--- src/rtl/sm3_msg_byte_pckr.sv ---
`default_nettype none
// ============================================================================
//  Module   : sm3_msg_byte_pckr
//  Purpose  : Transmit side of the SM3 message-input interface. Packs a
//             valid/ready byte stream MSB-first into INPT_DW-wide words for
//             sm3_pad_core. A byte flagged last always closes the current
//             word, so one output word never holds bytes of two messages.
//  Ports    : clk, rst_n            clock / async active-low reset
//             byte_d/vld/lst/rdy    byte-side handshake
//             msg_inpt_d            packed word, first byte in the top 8 bits
//             msg_inpt_vld_byte     MSB-aligned valid-byte mask
//             msg_inpt_vld/lst/rdy  word-side handshake
//             msg_byte_cnt          bytes accepted in current/last message
//  Revision : 1.0  initial release
// ============================================================================
module sm3_msg_byte_pckr #(
  parameter int INPT_DW = 32
) (
  input  logic                   clk,
  input  logic                   rst_n,
  input  logic [7:0]             byte_d,
  input  logic                   byte_vld,
  input  logic                   byte_lst,
  output logic                   byte_rdy,
  output logic [INPT_DW-1:0]     msg_inpt_d,
  output logic [INPT_DW/8-1:0]   msg_inpt_vld_byte,
  output logic                   msg_inpt_vld,
  output logic                   msg_inpt_lst,
  input  logic                   msg_inpt_rdy,
  output logic [60:0]            msg_byte_cnt
);

  localparam int BYTE_NUM = INPT_DW / 8;
  localparam int KW       = (BYTE_NUM > 1) ? $clog2(BYTE_NUM) : 1;

  localparam logic [KW-1:0]       c_K_LAST  = KW'(BYTE_NUM - 1);
  localparam logic [BYTE_NUM-1:0] c_ONES    = {BYTE_NUM{1'b1}};
  localparam logic [60:0]         c_CNT_MAX = {61{1'b1}};

  typedef enum logic [0:0] {
    IDLE = 1'b0,
    ACTV = 1'b1
  } state_t;

  state_t                r_state;
  state_t                w_state_nxt;
  logic [INPT_DW-1:0]    r_acc;
  logic [KW-1:0]         r_k;
  logic [INPT_DW-1:0]    r_d;
  logic [BYTE_NUM-1:0]   r_vb;
  logic                  r_vld;
  logic                  r_lst;
  logic [60:0]           r_cnt;

  logic                  w_byte_acc;
  logic                  w_complete;
  logic [INPT_DW-1:0]    w_byte_pos;
  logic [INPT_DW-1:0]    w_acc_new;
  logic [KW:0]           w_nbytes;
  logic [BYTE_NUM-1:0]   w_mask;

  // A new byte can only enter when the output register is free or is being
  // drained this very cycle, so a completing byte never overwrites a word.
  assign byte_rdy   = ~r_vld | msg_inpt_rdy;
  assign w_byte_acc = byte_vld & byte_rdy;
  assign w_complete = w_byte_acc & (byte_lst | (r_k == c_K_LAST));

  // Place the incoming byte at slot k counting from the MSB end.
  assign w_byte_pos = {byte_d, {(INPT_DW-8){1'b0}}} >> {r_k, 3'b000};
  assign w_acc_new  = r_acc | w_byte_pos;

  // k+1 ones from the MSB: clear the low (BYTE_NUM-k-1) bits of an all-ones mask.
  assign w_nbytes   = {1'b0, r_k} + (KW+1)'(1);
  assign w_mask     = ~(c_ONES >> w_nbytes);

  // Message-open state register
  always_ff @(posedge clk or negedge rst_n) begin
    if (!rst_n) begin
      r_state <= IDLE;
    end else begin
      r_state <= w_state_nxt;
    end
  end

  always_comb begin
    w_state_nxt = r_state;
    case (r_state)
      IDLE:    if (w_byte_acc && !byte_lst) w_state_nxt = ACTV;
      ACTV:    if (w_byte_acc &&  byte_lst) w_state_nxt = IDLE;
      default: w_state_nxt = IDLE;
    endcase
  end

  // Accumulator and byte index
  always_ff @(posedge clk or negedge rst_n) begin
    if (!rst_n) begin
      r_acc <= '0;
      r_k   <= '0;
    end else if (w_byte_acc) begin
      if (w_complete) begin
        r_acc <= '0;
        r_k   <= '0;
      end else begin
        r_acc <= w_acc_new;
        r_k   <= r_k + KW'(1);
      end
    end
  end

  // Output word register
  always_ff @(posedge clk or negedge rst_n) begin
    if (!rst_n) begin
      r_d   <= '0;
      r_vb  <= '0;
      r_vld <= 1'b0;
      r_lst <= 1'b0;
    end else if (w_complete) begin
      r_d   <= w_acc_new;
      r_vb  <= w_mask;
      r_vld <= 1'b1;
      r_lst <= byte_lst;
    end else if (r_vld && msg_inpt_rdy) begin
      r_vld <= 1'b0;
      r_lst <= 1'b0;
    end
  end

  // Message length; holds after the last byte until the next message opens.
  always_ff @(posedge clk or negedge rst_n) begin
    if (!rst_n) begin
      r_cnt <= '0;
    end else if (w_byte_acc) begin
      if (r_state == IDLE) begin
        r_cnt <= 61'd1;
      end else if (r_cnt != c_CNT_MAX) begin
        r_cnt <= r_cnt + 61'd1;
      end
    end
  end

  assign msg_inpt_d        = r_d;
  assign msg_inpt_vld_byte = r_vb;
  assign msg_inpt_vld      = r_vld;
  assign msg_inpt_lst      = r_lst;
  assign msg_byte_cnt      = r_cnt;

endmodule
`default_nettype wire

--- config.mk ---
export PLATFORM = sky130hd
export DESIGN_NAME = sm3_msg_byte_pckr
export DESIGN_NICKNAME = d
export VERILOG_FILES = /design/src/rtl/sm3_msg_byte_pckr.sv
export SDC_FILE = /design/constraint.sdc
export NUM_CORES = 1
export LEC_CHECK = 0
export ABC_CLOCK_PERIOD_IN_PS = 3450
export CAP_MARGIN = 30
export CORE_MARGIN = 1.5
export CORE_UTILIZATION = 57
export DETAILED_ROUTE_END_ITERATION = 6
export PLACE_DENSITY = 0.86
export SKIP_LAST_GASP = 1
export SLEW_MARGIN = 40
export SYNTH_ARGS = -nofsm -noshare
export SYNTH_HDL_FRONTEND = slang
export SYNTH_SLANG_ARGS = --single-unit
--- constraint.sdc ---
create_clock -name clk -period 3.45 [get_ports clk]
set_input_delay 0.69 -clock clk [delete_from_list [all_inputs] [get_ports clk]]
set_output_delay 0.69 -clock clk [all_outputs]
set_load 0.005 [all_outputs]
# Word level (Yosys, flattened, before mapping)
# Index checks and enable logic that the tools add are counted.
# Widths: inputs -> output; s select.
# word_totals
word_cells	40
in_bits	13
register_bits	134
output_inout_bits	100
# classes
n_shift	2
bitwise	8
n_mux	10
add_sub_neg	3
n_reduce_logical	6
eq_ne	3
# op_table
operator	n
$mux 61	2
$add 61x1->61 const B	1
$ne 61x61->1 const B	1
$mux 32	1
$or 32x32->32	1
$shr 32x5->32	1
$mux 1	5
$not 4->4	1
$shr 4x3->4 const A	1
$add 2x1->3 const B	1
$logic_and 1x1->1	3
$add 2x1->2 const B	1
$and 1x1->1	2
$eq 2x2->1 const B	1
$mux 2	1
$ne 2x1->1 const B	1
$not 1->1	2
$or 1x1->1	2
$pmux 1 s2	1
$reduce_and 2->1	1
$reduce_bool 2->1	1
$logic_not 1->1	1

# Depth between registers and ports, before layout
# depth
word_depth	6
depth_mapped	9
ltp_nobuf	7

# Worst setup path after synthesis
# OpenSTA, ideal clock, no wires.
# synth_path
path_type	flip-flop to flip-flop
startpoint	register r_cnt[0] (netlist: msg_byte_cnt[0])
endpoint	register r_cnt[20] (netlist: msg_byte_cnt[20])
setup_time_ns	0.129
slack_ns	1.225
required_ns	3.321
synth_period_minus_slack_ns	2.225
n_path_buf	2
t_arrival_ns	2.095
path_stages_with_launch	9
cell_sequence	dfrtp_1 ha_1 nand3_1 nor4_4 nand4_2 o211ai_2 buf_6 buf_2 o31ai_1
# synth_via
elab_chain_len	3
elab_cells_between_ends	6
cone_classes	add/sub (1); eq/ne (2); mux (2); reduce/logical (1)
# synth_lines
item	line_no	source
start, declared	53	logic [60:0] r_cnt;
start signal, assigned	136	r_cnt <= r_cnt + 61'd1;
$add 61x1->61 / $ne 61x61->1 (equally long branches)	136, 135	
$mux 61 / $ne 2x1->1 (equally long branches)	-	
$mux 61 / $reduce_and 2->1 (equally long branches)	-	
# Parallel ways exist; a longest one is shown, timed or not. The select of a mux whose other input is x is not followed.
# A chain may end at the register's enable or synchronous reset.

# Final worst setup path
# layout_path
startpoint	register r_cnt[0] (netlist: msg_byte_cnt[0])
endpoint	register r_cnt[23] (netlist: msg_byte_cnt[23])
# The elaborated chain is that of the path after synthesis.

==> impl_results.md <==
- DRC violations left: 0
- Worst Path Buf+Inv: 1
- WL final: between 15000 and 20000 um
- All-Layer GR Usage: 0.299
- Vias in the first global route: 5863
- Worst path depth: 8
- Status: finished clean
- Synth area leaders: dfrtp_1, a21oi_1, o21ai_1
- Routed WL per cell: approximately 18 um
- Synth Area in Adders: 0.00570
- FP Rows: 39
- Setup Buffers After CTS: 0
- CTS tree: yes
- Netlist cell types: 51
- Met2 routed WL: between 8000 and 9000 um
- CP endpoint kind: flop
- Net count after synthesis: 739
- Worst r2r dst: msg_byte_cnt[23]$_DFFE_PN0P_
- Critical path arrival: slightly above 3 ns
- Syn_area_per_cell: between 9 and 10 um2
- Placed insts: approximately 950
- Yosys warning count: 0
- Post-synthesis register bit count: 134
- Initial antenna violation count: 0
- CTS max path bufs: 2
- CTS H-tree depth: 4
- Internal power: approximately 3.4 mW
- Cell area after layout: 0.00840 mm2
- Slew @ Worst Pin: ~0.86 ns
- Commonest non-fill, non-tap cell in the layout: dfrtp_1
- Sequential element share of the synthesized area: 0.509
- Layout Cells excl Fill: about 1000
- Critical Path RT: 3.75 ns
- Max IR drop VDD: about 0.45 mV
- RSZ-0062 raised after global routing: false
- Drt pass-1 iters: 5
- Via count: 6323
- Clk slew on worst S/H paths: about 0.06 ns
- Fin Clk Skew: between 0.008 and 0.009 ns
- Final Util: 0.742
- Die height: 110 um
- Largest family of logic cells by synthesized area: simple AND/OR/NAND/NOR gates
- ANT nets after route: 0
- CTS resizes: 0
- Leakage: between 3 and 4 nW
- CP max FO: 20
- R2R depth: 8
- Detailed router's first-iteration violation count: between 500 and 600
- Ant diodes: 0
- Post-synthesis compound-gate area fraction: 0.218
- First-pass GRT wire length: between 20000 and 30000 um
- Max-cap violations: 0
- Post-Synth XOR/XNOR Area: 0
- Sw frac: 0.280
- Hpwl dp: roughly 12000 um
- Largest net degree at the start of global routing: 71
- Critical Path End: msg_byte_cnt[23]$_DFFE_PN0P_
- CP delay by family, top: simple AND/OR/NAND/NOR gates
- Flop pwr share: 0.420
- M1 WL: a little over 7000 um
- Rel. slew slack: 0.419
- Core box area: roughly 0.011 mm2
- Final setup viols: 0
- Flop2flop setup slack: between 0.7 and 0.8 ns
- Placed cell area: between 0.007 and 0.008 mm2
- Mapped Area: between 0.006 and 0.007 mm2
- RR Startpoint: msg_byte_cnt[0]$_DFFE_PN0P_
- CTS sink count: roughly 130
- Num CTS Buffers: 17
- Final hold viol count: 0
- Final Wtd Congestion: 0.902
- Slowest cell on the critical path: o211ai_4
- Logic pwr share: 0.191
- Setup crit start kind: flop
- Post-cts hold buffer count: 0
- Top Ports: 113
- Area growth syn-to-layout: 27.6%
- Die width: about 110 um
- Area share of the largest cell type after synthesis: 0.509
- Starting density of the core: 0.582
- Worst setup path startpoint: msg_byte_cnt[0]$_DFFE_PN0P_
- Max frequency: around 360 MHz
- Tmin final: approximately 2.7 ns
- Die area: approximately 0.012 mm2
- Net count, final: 840
- Metal3 WL: approximately 1600 um
- Cell taking the most area after synthesis: dfrtp_1
- Synth Area in Simple Gates: 0.227
- Worst skew pair latency: roughly 0.43 ns
- Power Dens Cells: between 500 and 600 mW/mm2
- Mux cell area share after synthesis: 0
- CTS Root Cell: clkbuf_16
- Setup TNS: 0 ns
- Gate Count Post-Synth: between 700 and 800
- Max layer used: met4
- Most frequent cells in the layout: dfrtp_1, clkdlybuf4s50_1, a21oi_1
- Clock power share: 0.389
- Worst path cell trace: ha_1, nand3_1, nor4_4, nand4_2, o211ai_4, buf_4, o21ba_2, a21oi_1
- Layout cell share with drive strength beyond 1: 0.0862
- Fin crit share: 0.797
- Worst hold path class: input pin to asynchronous set/reset pin
- Vias/cell: between 6 and 7
- Net switching component of the power: approximately 1.3 mW
- Overflow after GRT: 0
- Slowest stage delay, CP: around 0.6 ns
- Max Slew Vio Count: 0
- Critical path type: flop to flop
- I/O Buffers: approximately 110
worst min-delay path by stage:
| stage | cells past startpoint | slack (ns) | startpoint | to |
|---|---|---|---|---|
| 6_report | 1 | 0.16 | rst_n | msg_byte_cnt[26]$_DFFE_PN0P_ |
| 5_1_grt | 1 | 0.18 | rst_n | msg_byte_cnt[23]$_DFFE_PN0P_ |
| 4_1_cts | 1 | 0.16 | rst_n | msg_byte_cnt[23]$_DFFE_PN0P_ |
| 3_5_place_dp | 1 | 0.46 | msg_inpt_vld_byte[3]$_DFFE_PN0N_ | msg_inpt_vld_byte[3]$_DFFE_PN0N_ |
| 3_3_place_gp | 1 | 0.45 | msg_inpt_vld_byte[3]$_DFFE_PN0N_ | msg_inpt_vld_byte[3]$_DFFE_PN0N_ |
| 2_1_floorplan | 0 | 0.39 | rst_n | asynchronous set/reset pin |
cell usage after synthesis, drive strengths merged:
master and n:
o311ai 1, dfrtp 134, nor2 66, inv 10, and4 12, nand2 73, a21oi 86, nand2b 3
o21a 4, o31ai 20, nor4 10, nor3 10, o31a 3, o211a 1, ha 3, nand4 26
clkbuf 22, a31oi 11, buf 20, and2 12, o41ai 12, or3 8, a22o 1, o21ai 107
and3 15, o211ai 1, or4 7, a21o 2, or2 3, o21ba 2, nand3 38
metal layers:
metal | GRT usage | up-vias
met5 | 0 | -
met4 | 0.134 | 0
met3 | 0.0692 | 42
met2 | 0.486 | 386
met1 | 0.385 | 3032
li1 | - | 2863
cell families (layout without fill, tap and decap cells):
family / Yosys count / in the layout
adder cells (fa/ha/maj): 3 / 3
AND/OR/NAND/NOR: 283 / 283
buffers and inverters: 52 / 164
AO/OA/AOI/OAI: 251 / 251
flip-flops: 134 / 134
power by group through the flow:
| stage | clock network (mW) | registers, mW | logic [mW] |
|---|---|---|---|
| finish | 1.83 | 1.97 | 0.897 |
| floorplan | 0 | 1.97 | 0.409 |
| global placement | 0 | 1.97 | 0.856 |
| detailed placement | 0 | 1.99 | 0.889 |
| CTS | 1.85 | 1.97 | 0.896 |
| global route | 1.91 | 2.00 | 0.993 |
area by class of cell:
| type | count | area, um2 |
|---|---|---|
| Clock buffer | 18 | 439 |
| Clock inverter | 12 | 156 |
| Fill cell | 819 | 2920 |
| Inverter | 10 | 37.5 |
| Multi-Input combinational cell | 537 | 3010 |
| Sequential cell | 134 | 3350 |
| Tap cell | 143 | 179 |
| Timing Repair Buffer | 124 | 1220 |
sequential cells by signal (all words and copies together) (netlist names), named ones only:
name	flops
msg_inpt_vld	1
msg_inpt_vld_byte	4
r_acc	32
msg_inpt_d	32
r_k	2
msg_byte_cnt	61
msg_inpt_lst	1
through the flow:
stage | setup slack [ns] | total power [mW] | hold slack, ns
6_report | 0.700 | 4.70 | 0.162
5_1_grt | 0.531 | 4.90 | 0.175
4_1_cts | 0.556 | 4.71 | 0.159
3_5_place_dp | 0.567 | 2.87 | 0.460
3_3_place_gp | 0.660 | 2.83 | 0.450
2_1_floorplan | 1.23 | 2.38 | 0.394
Note: power is estimated with default switching activity, not from simulation.
